`src/rtl/tlc_pkg.sv`:
```
// Shared types and constants for the multi-approach traffic light controller.
package tlc_pkg;

  typedef enum logic [1:0] {
    GREEN  = 2'd0,
    YELLOW = 2'd1,
    ALLRED = 2'd2,
    WALK   = 2'd3
  } state_t;

  localparam int unsigned RED_BIT = 2;
  localparam int unsigned YEL_BIT = 1;
  localparam int unsigned GRN_BIT = 0;
  localparam int unsigned LAMP_W  = 3;

  // Ceiling log2, never less than 1 so a derived vector width is always legal.
  function automatic int unsigned clog2(input int unsigned value);
    int unsigned width;
    width = 1;
    while ((width < 31) && ((32'd1 << width) < value)) begin
      width = width + 1;
    end
    return width;
  endfunction

endpackage

```
`src/rtl/phase_timer.sv`:
```
// Loadable down-counter timing each controller phase; done flags the last cycle.
module phase_timer #(
  parameter int unsigned TW      = 8,
  parameter int unsigned RST_VAL = 1
) (
  input  logic          clk,
  input  logic          reset,
  input  logic          load,
  input  logic [TW-1:0] load_val,
  output logic          done
);

  logic [TW-1:0] count;
  logic [TW-1:0] count_d;

  always_comb begin
    count_d = count - TW'(1);
    if (load) begin
      count_d = load_val;
    end
  end

  // done is registered alongside the count so it always equals (count == 1)
  always_ff @(posedge clk) begin
    if (reset) begin
      count <= TW'(RST_VAL);
      done  <= (TW'(RST_VAL) == TW'(1));
    end else begin
      count <= count_d;
      done  <= (count_d == TW'(1));
    end
  end

endmodule

```
`src/rtl/multi_approach_traffic_ctrl.sv`:
```
// Round-robin N-approach traffic controller with density-based green extension,
// mandatory all-red clearance and a latched exclusive pedestrian walk phase.
module multi_approach_traffic_ctrl
  import tlc_pkg::*;
#(
  parameter int unsigned N_APPROACH = 4,
  parameter int unsigned T_GREEN    = 20,
  parameter int unsigned T_EXT      = 10,
  parameter int unsigned MAX_EXT    = 2,
  parameter int unsigned T_YELLOW   = 5,
  parameter int unsigned T_ALLRED   = 2,
  parameter int unsigned T_WALK     = 15,
  parameter int unsigned TW         = 8
) (
  input  logic                            clk,
  input  logic                            reset,
  input  logic                            ped_req,
  input  logic [N_APPROACH-1:0]           density,
  output logic [3*N_APPROACH-1:0]         lights,
  output logic                            ped_signal,
  output logic [clog2(N_APPROACH)-1:0]    cur_phase,
  output logic                            ped_pending
);

  localparam int unsigned PW = clog2(N_APPROACH);
  localparam int unsigned EW = clog2(MAX_EXT + 1);
  localparam int unsigned LW = LAMP_W * N_APPROACH;

  state_t          state_q;
  state_t          state_d;
  logic [PW-1:0]   phase_d;
  logic [PW-1:0]   next_app;
  logic [EW-1:0]   ext_q;
  logic [EW-1:0]   ext_d;
  logic            ped_d;
  logic            tmr_load;
  logic [TW-1:0]   tmr_val;
  logic            tmr_done;
  logic [LW-1:0]   lights_d;

  // Lamp pattern for a given state/approach: only the owner may be non-red.
  function automatic logic [LW-1:0] lamp_decode(input state_t st, input logic [PW-1:0] ph);
    logic [LW-1:0] l;
    l = '0;
    for (int unsigned i = 0; i < N_APPROACH; i++) begin
      if ((PW'(i) == ph) && (st == GREEN)) begin
        l[LAMP_W*i + GRN_BIT] = 1'b1;
      end else if ((PW'(i) == ph) && (st == YELLOW)) begin
        l[LAMP_W*i + YEL_BIT] = 1'b1;
      end else begin
        l[LAMP_W*i + RED_BIT] = 1'b1;
      end
    end
    return l;
  endfunction

  phase_timer #(
    .TW      (TW),
    .RST_VAL (T_GREEN)
  ) u_timer (
    .clk      (clk),
    .reset    (reset),
    .load     (tmr_load),
    .load_val (tmr_val),
    .done     (tmr_done)
  );

  // Next-state, timer reload, extension count and pedestrian latch.
  always_comb begin
    state_d  = state_q;
    phase_d  = cur_phase;
    ext_d    = ext_q;
    ped_d    = ped_pending | (ped_req & (state_q != WALK));
    tmr_load = 1'b0;
    tmr_val  = TW'(T_GREEN);
    next_app = (cur_phase == PW'(N_APPROACH - 1)) ? '0 : cur_phase + PW'(1);

    if (tmr_done) begin
      tmr_load = 1'b1;
      case (state_q)
        GREEN: begin
          if (density[cur_phase] && (ext_q < EW'(MAX_EXT))) begin
            tmr_val = TW'(T_EXT);
            ext_d   = ext_q + EW'(1);
          end else begin
            state_d = YELLOW;
            tmr_val = TW'(T_YELLOW);
          end
        end
        YELLOW: begin
          state_d = ALLRED;
          tmr_val = TW'(T_ALLRED);
        end
        ALLRED: begin
          // ped_d already folds in a request arriving on this very cycle
          if (ped_d) begin
            state_d = WALK;
            tmr_val = TW'(T_WALK);
            ped_d   = 1'b0;
          end else begin
            state_d = GREEN;
            phase_d = next_app;
            ext_d   = '0;
            tmr_val = TW'(T_GREEN);
          end
        end
        WALK: begin
          state_d = GREEN;
          phase_d = next_app;
          ext_d   = '0;
          tmr_val = TW'(T_GREEN);
        end
        default: begin
          state_d = GREEN;
          tmr_val = TW'(T_GREEN);
        end
      endcase
    end

    lights_d = lamp_decode(state_d, phase_d);
  end

  // State register; lamp outputs are registered from the next-state decode.
  always_ff @(posedge clk) begin
    if (reset) begin
      state_q     <= GREEN;
      cur_phase   <= '0;
      ext_q       <= '0;
      ped_pending <= 1'b0;
      lights      <= lamp_decode(GREEN, '0);
      ped_signal  <= 1'b0;
    end else begin
      state_q     <= state_d;
      cur_phase   <= phase_d;
      ext_q       <= ext_d;
      ped_pending <= ped_d;
      lights      <= lights_d;
      ped_signal  <= (state_d == WALK);
    end
  end

endmodule

```
`config.mk`:
```
export PLATFORM = sky130hd
export DESIGN_NAME = multi_approach_traffic_ctrl
export DESIGN_NICKNAME = d
export VERILOG_FILES = /design/src/rtl/tlc_pkg.sv /design/src/rtl/phase_timer.sv /design/src/rtl/multi_approach_traffic_ctrl.sv
export SDC_FILE = /design/constraint.sdc
export NUM_CORES = 1
export LEC_CHECK = 0
export ABC_AREA = 1
export CAP_MARGIN = 5
export CORE_MARGIN = 3
export CORE_UTILIZATION = 51
export DETAILED_ROUTE_END_ITERATION = 6
export PLACE_DENSITY = 0.76
export SETUP_SLACK_MARGIN = 0.4
export SLEW_MARGIN = 20
export SYNTH_ARGS = -nofsm -noshare
export SYNTH_HDL_FRONTEND = slang
export SYNTH_SLANG_ARGS = --single-unit
```
`constraint.sdc`:
```
create_clock -name clk -period 1.61 [get_ports clk]
set_input_delay 0.4025 -clock clk [delete_from_list [all_inputs] [get_ports clk]]
set_output_delay 0.4025 -clock clk [all_outputs]
set_load 0.1 [all_outputs]
```
==> results of run 1 <==
-- registers in the layout, summed over array words and instances (netlist names) --
| name | flops |
|---|---|
| cur_phase | 2 |
| ext_q | 2 |
| lights | 12 |
| ped_pending | 1 |
| ped_signal | 1 |
| state_q | 2 |
| u_timer.count | 8 |
| u_timer.done | 1 |
-- routing by layer --
layer | vias to the layer above | track usage, % | wire (µm) | part of all wire (%)
li1 | 649 | - | - | -
met1 | 690 | 28.9 | 2030 | 38
met2 | 92 | 41.7 | 2720 | 51
met3 | 27 | 6.90 | 348 | 6.5
met4 | 0 | 11.2 | 270 | 5.0
met5 | - | 0 | 0 | 0
-- how the worst min path moves through the flow --
stage	startpoint	endpoint	slack, ps	cells past startpoint
floorplan	ext_q[0]	ext_q[0]	440	2
global placement	ext_q[0]	ext_q[0]	450	2
detailed placement	ext_q[0]	ext_q[0]	470	2
CTS	ext_q[0]	ext_q[0]	480	2
global route	ext_q[0]	ext_q[0]	530	2
finish	ext_q[0]	ext_q[0]	530	2
-- metrics by stage --
step	instances	hold WS [ps]	power, µW	cell area, µm²	worst slack [ps]
2_1_floorplan	175	444	1010	1380	241
3_3_place_gp	229	451	1100	1830	-135
3_5_place_dp	229	469	1110	1830	-178
4_1_cts	243	478	1570	1980	233
5_1_grt	252	531	1770	2180	51.1
6_report	252	528	1710	2180	83.2
-- worst min-delay path, cell delays in order, from the launching register on --
cell and delay, ps:
sky130_fd_sc_hd__dfxtp_1 340, sky130_fd_sc_hd__nand2_1 90, sky130_fd_sc_hd__a21oi_1 70
-- where the power goes --
group / switching [µW] / internal, µW
sequential: 43.4 / 748
combinational: 278 / 173
clock: 263 / 206
total: 585 / 1130
-- final cells by class --
class	count	area, µm²
multi-input combinational	123	818
clock buffer	7	55.1
sequential	29	618
tap	28	35.0
timing repair buffer	44	571
fill	75	135
inverter	21	86.3
-- placed cells by master (no fill, tap or decap), drive strengths merged --
| cell | Yosys | final |
|---|---|---|
| a31oi | 1 | 1 |
| a21oi | 6 | 6 |
| o211ai | 1 | 1 |
| nor2 | 33 | 33 |
| dfxtp | 29 | 29 |
| o21ai | 2 | 2 |
| inv | 21 | 21 |
| clkdlybuf4s50 | 0 | 1 |
| buf | 1 | 38 |
| nor3b | 1 | 1 |
| nand4 | 4 | 4 |
| clkbuf | 1 | 7 |
| ha | 2 | 2 |
| or2 | 2 | 2 |
| nand3 | 17 | 17 |
| nand2 | 54 | 54 |
| dlygate4sd2 | 0 | 5 |
-- timing repair --
| action | in CTS | in global routing |
|---|---|---|
| setup endpoints to repair | 42 | 43 |
| resized for setup | 25 | 35 |
| pin swaps | 22 | 25 |
| setup buffers | 7 | 9 |
-- kinds of logic (layout without fill, tap and decap cells) --
logic type	after synthesis	count (layout)	synth area share [%]
buffers and inverters	23	72	6.74
and+or+nand+nor	111	111	39.6
adders and majority gates	2	2	1.93
DFF	29	29	44.7
AOI/OAI and AO/OA	10	10	7.03
==> results summary, run 1 <==
The run finished with clean final reports. The final count of negative-setup-slack endpoints came out at 0. The number of antenna violations at the first check in global routing is 0. In the final design database the tool counted approximately 230 nets.

CTS built an H-tree with a depth of 2. After detailed routing, the number of vias per cell comes to slightly below 6. The DRC violation total after the first TritonRoute iteration is 86. The die covers ~3200 µm². The count of input and output buffers is 22. The critical path is of the reg2reg type. The path class of the tightest hold or removal check is reg2reg.

The number of warnings reported in the yosys synthesis log is 0. The endpoint of the worst setup timing path is lights[9]. The width of the chip is 56.5 µm.

The total routing resource utilization after global routing came out at around 25%. The final count of pins violating max slew came out at 0. In this run the register-to-register setup slack is ~83 ps. The via count of the first global-routing pass is 1362.

The total number of vias came out at about 1.5k. The die extent in y came out at 56.5 µm. The first-pass iteration count of the detailed router is 4. The remaining design rule violation count came out at 0. The number of hold violations in the final report is 0. After synthesis, the most frequently instantiated cells are sky130_fd_sc_hd__nand2_1 (47), sky130_fd_sc_hd__dfxtp_1 (29), sky130_fd_sc_hd__nor2_1 (29).

The largest total area in the synthesized netlist belongs to sky130_fd_sc_hd__dfxtp_1. Once detail routing completed, the nets flagged for antenna violations numbered 0. The insertion delay of the later-clocked pin in the worst-skew pair is ~340 ps. The sequential share of the synthesized area is 44.7%. The synthesized instance count is between 150 and 200. The clock passes through at most 2 buffers.

The clock tree root driver cell is sky130_fd_sc_hd__clkbuf_4. The startpoint identified for the worst register-to-register timing path is state_q[1]. The number of buffers inserted during clock tree synthesis came out at 5. Global routing finished with a remaining overflow of 0. The highest net fanout along the worst path is 5. TritonCTS built the clock tree. The detailed placement HPWL is approximately 2.3 mm. The count of hold-fix buffers inserted at cts is 0. The endpoint identified for the worst register-to-register timing path is lights[9]. The floorplan core area came out at ~2300 µm². The minimum clock period came out at ~1500 ps. The clock skew after layout came out at about 22 ps.

After routing, the total negative slack on setup checks comes to 0 ps. For this run, the leading register cell type out of synthesis is sky130_fd_sc_hd__dfxtp_1. The sort of element at the start of the critical path is a register. The worst endpoint required time came out at 1860 ps. The fmax came out at between 600 and 700 MHz. In the final layout, the share of cells above drive strength 1 is roughly 56%. The layout overhead on the synthesized area came out at 68.1%. In this run the worst setup path begins at state_q[1]. The net count after synthesis is approximately 180. The cell area power density came out at between 700 and 800 nW/µm². The largest individual stage delay along the critical path comes from the cell sky130_fd_sc_hd__dfxtp_4.

The number of antenna cells inserted came out at 0. The maximum number of pins on one net before global-route repair is 10. Yosys instantiated no cell more often than sky130_fd_sc_hd__nand2_1. The total of max-cap violations is 0. The final layout contains routed wiring with a total length of between 5 and 6 mm. The signal on the critical path passes through buf_4, nand2_1, inv_2, nand2_8, o21ai_4, buf_6, nand2_2, nor2_1.

Measured on the finished design, the core utilization comes to between 90% and 100%. After synthesis, the share of flip-flops with an asynchronous set or reset is 0%. At the end of routability-driven placement, the weighted congestion stood at 0.874. The mean routed wirelength per cell came out at 21.3 µm. The data arrival time of the critical path came out at 1770 ps. The worst setup path is captured at a register. Sorting the synthesized cells by area gives the leading types as sky130_fd_sc_hd__dfxtp_1 (45%), sky130_fd_sc_hd__nand2_1 (14%), sky130_fd_sc_hd__nor2_1 (8.4%), sky130_fd_sc_hd__nand3_1 (5.4%), sky130_fd_sc_hd__inv_1 (5.2%).

The first-pass GRT wire length is 6.05 mm. Measured against its own limit, the worst slew margin works out to about four fifths. The average cell area after synthesis came out at roughly 7.4 µm². The share of the clock period used by the worst path came out at about 95%. The boundary pin count came out at 23. The synthesized netlist contains 23 unique library cells.

For the pin with the worst max-slew slack, the measured transition is roughly 290 ps. Clock-pin slew was measured on the worst setup and hold paths at between 100 and 150 ps. The peak supply drop came out at around 0.78 mV. Once the floorplan was initialized, standard cells occupied a little under three fifths of the core. The number of rows created at floorplan came out at 17. Setup repair after global routing could not meet its margin everywhere.

The mapped cell area came out at between 1000 and 1500 µm². After synthesis the netlist holds a flip-flop and latch count of 29. The depth of the worst register-to-register path is 8. The total number of cells along the worst setup path came out at 8. The maximum single-stage delay on the critical path came out at roughly 390 ps.

The top cell type's share of synthesized area came out at between 40% and 50%. The number of flops mapped to enable cells by yosys came out at 0. Broken down by cell family, the worst path's largest delay share belongs to buffers and inverters. The TritonCTS sink count is 29.

The number of buffers and inverters on the critical path is 3. Summed over all cells, the static leakage comes to roughly 0.00096 µW.
Note: power is estimated with default switching activity, not from simulation.
==> run 2: changes to the inputs <==
Settings changed: CAP_MARGIN 5 to 20.
==> results of run 2 <==
Same layout as run 1: the final DEF is identical, and so are final timing and power.
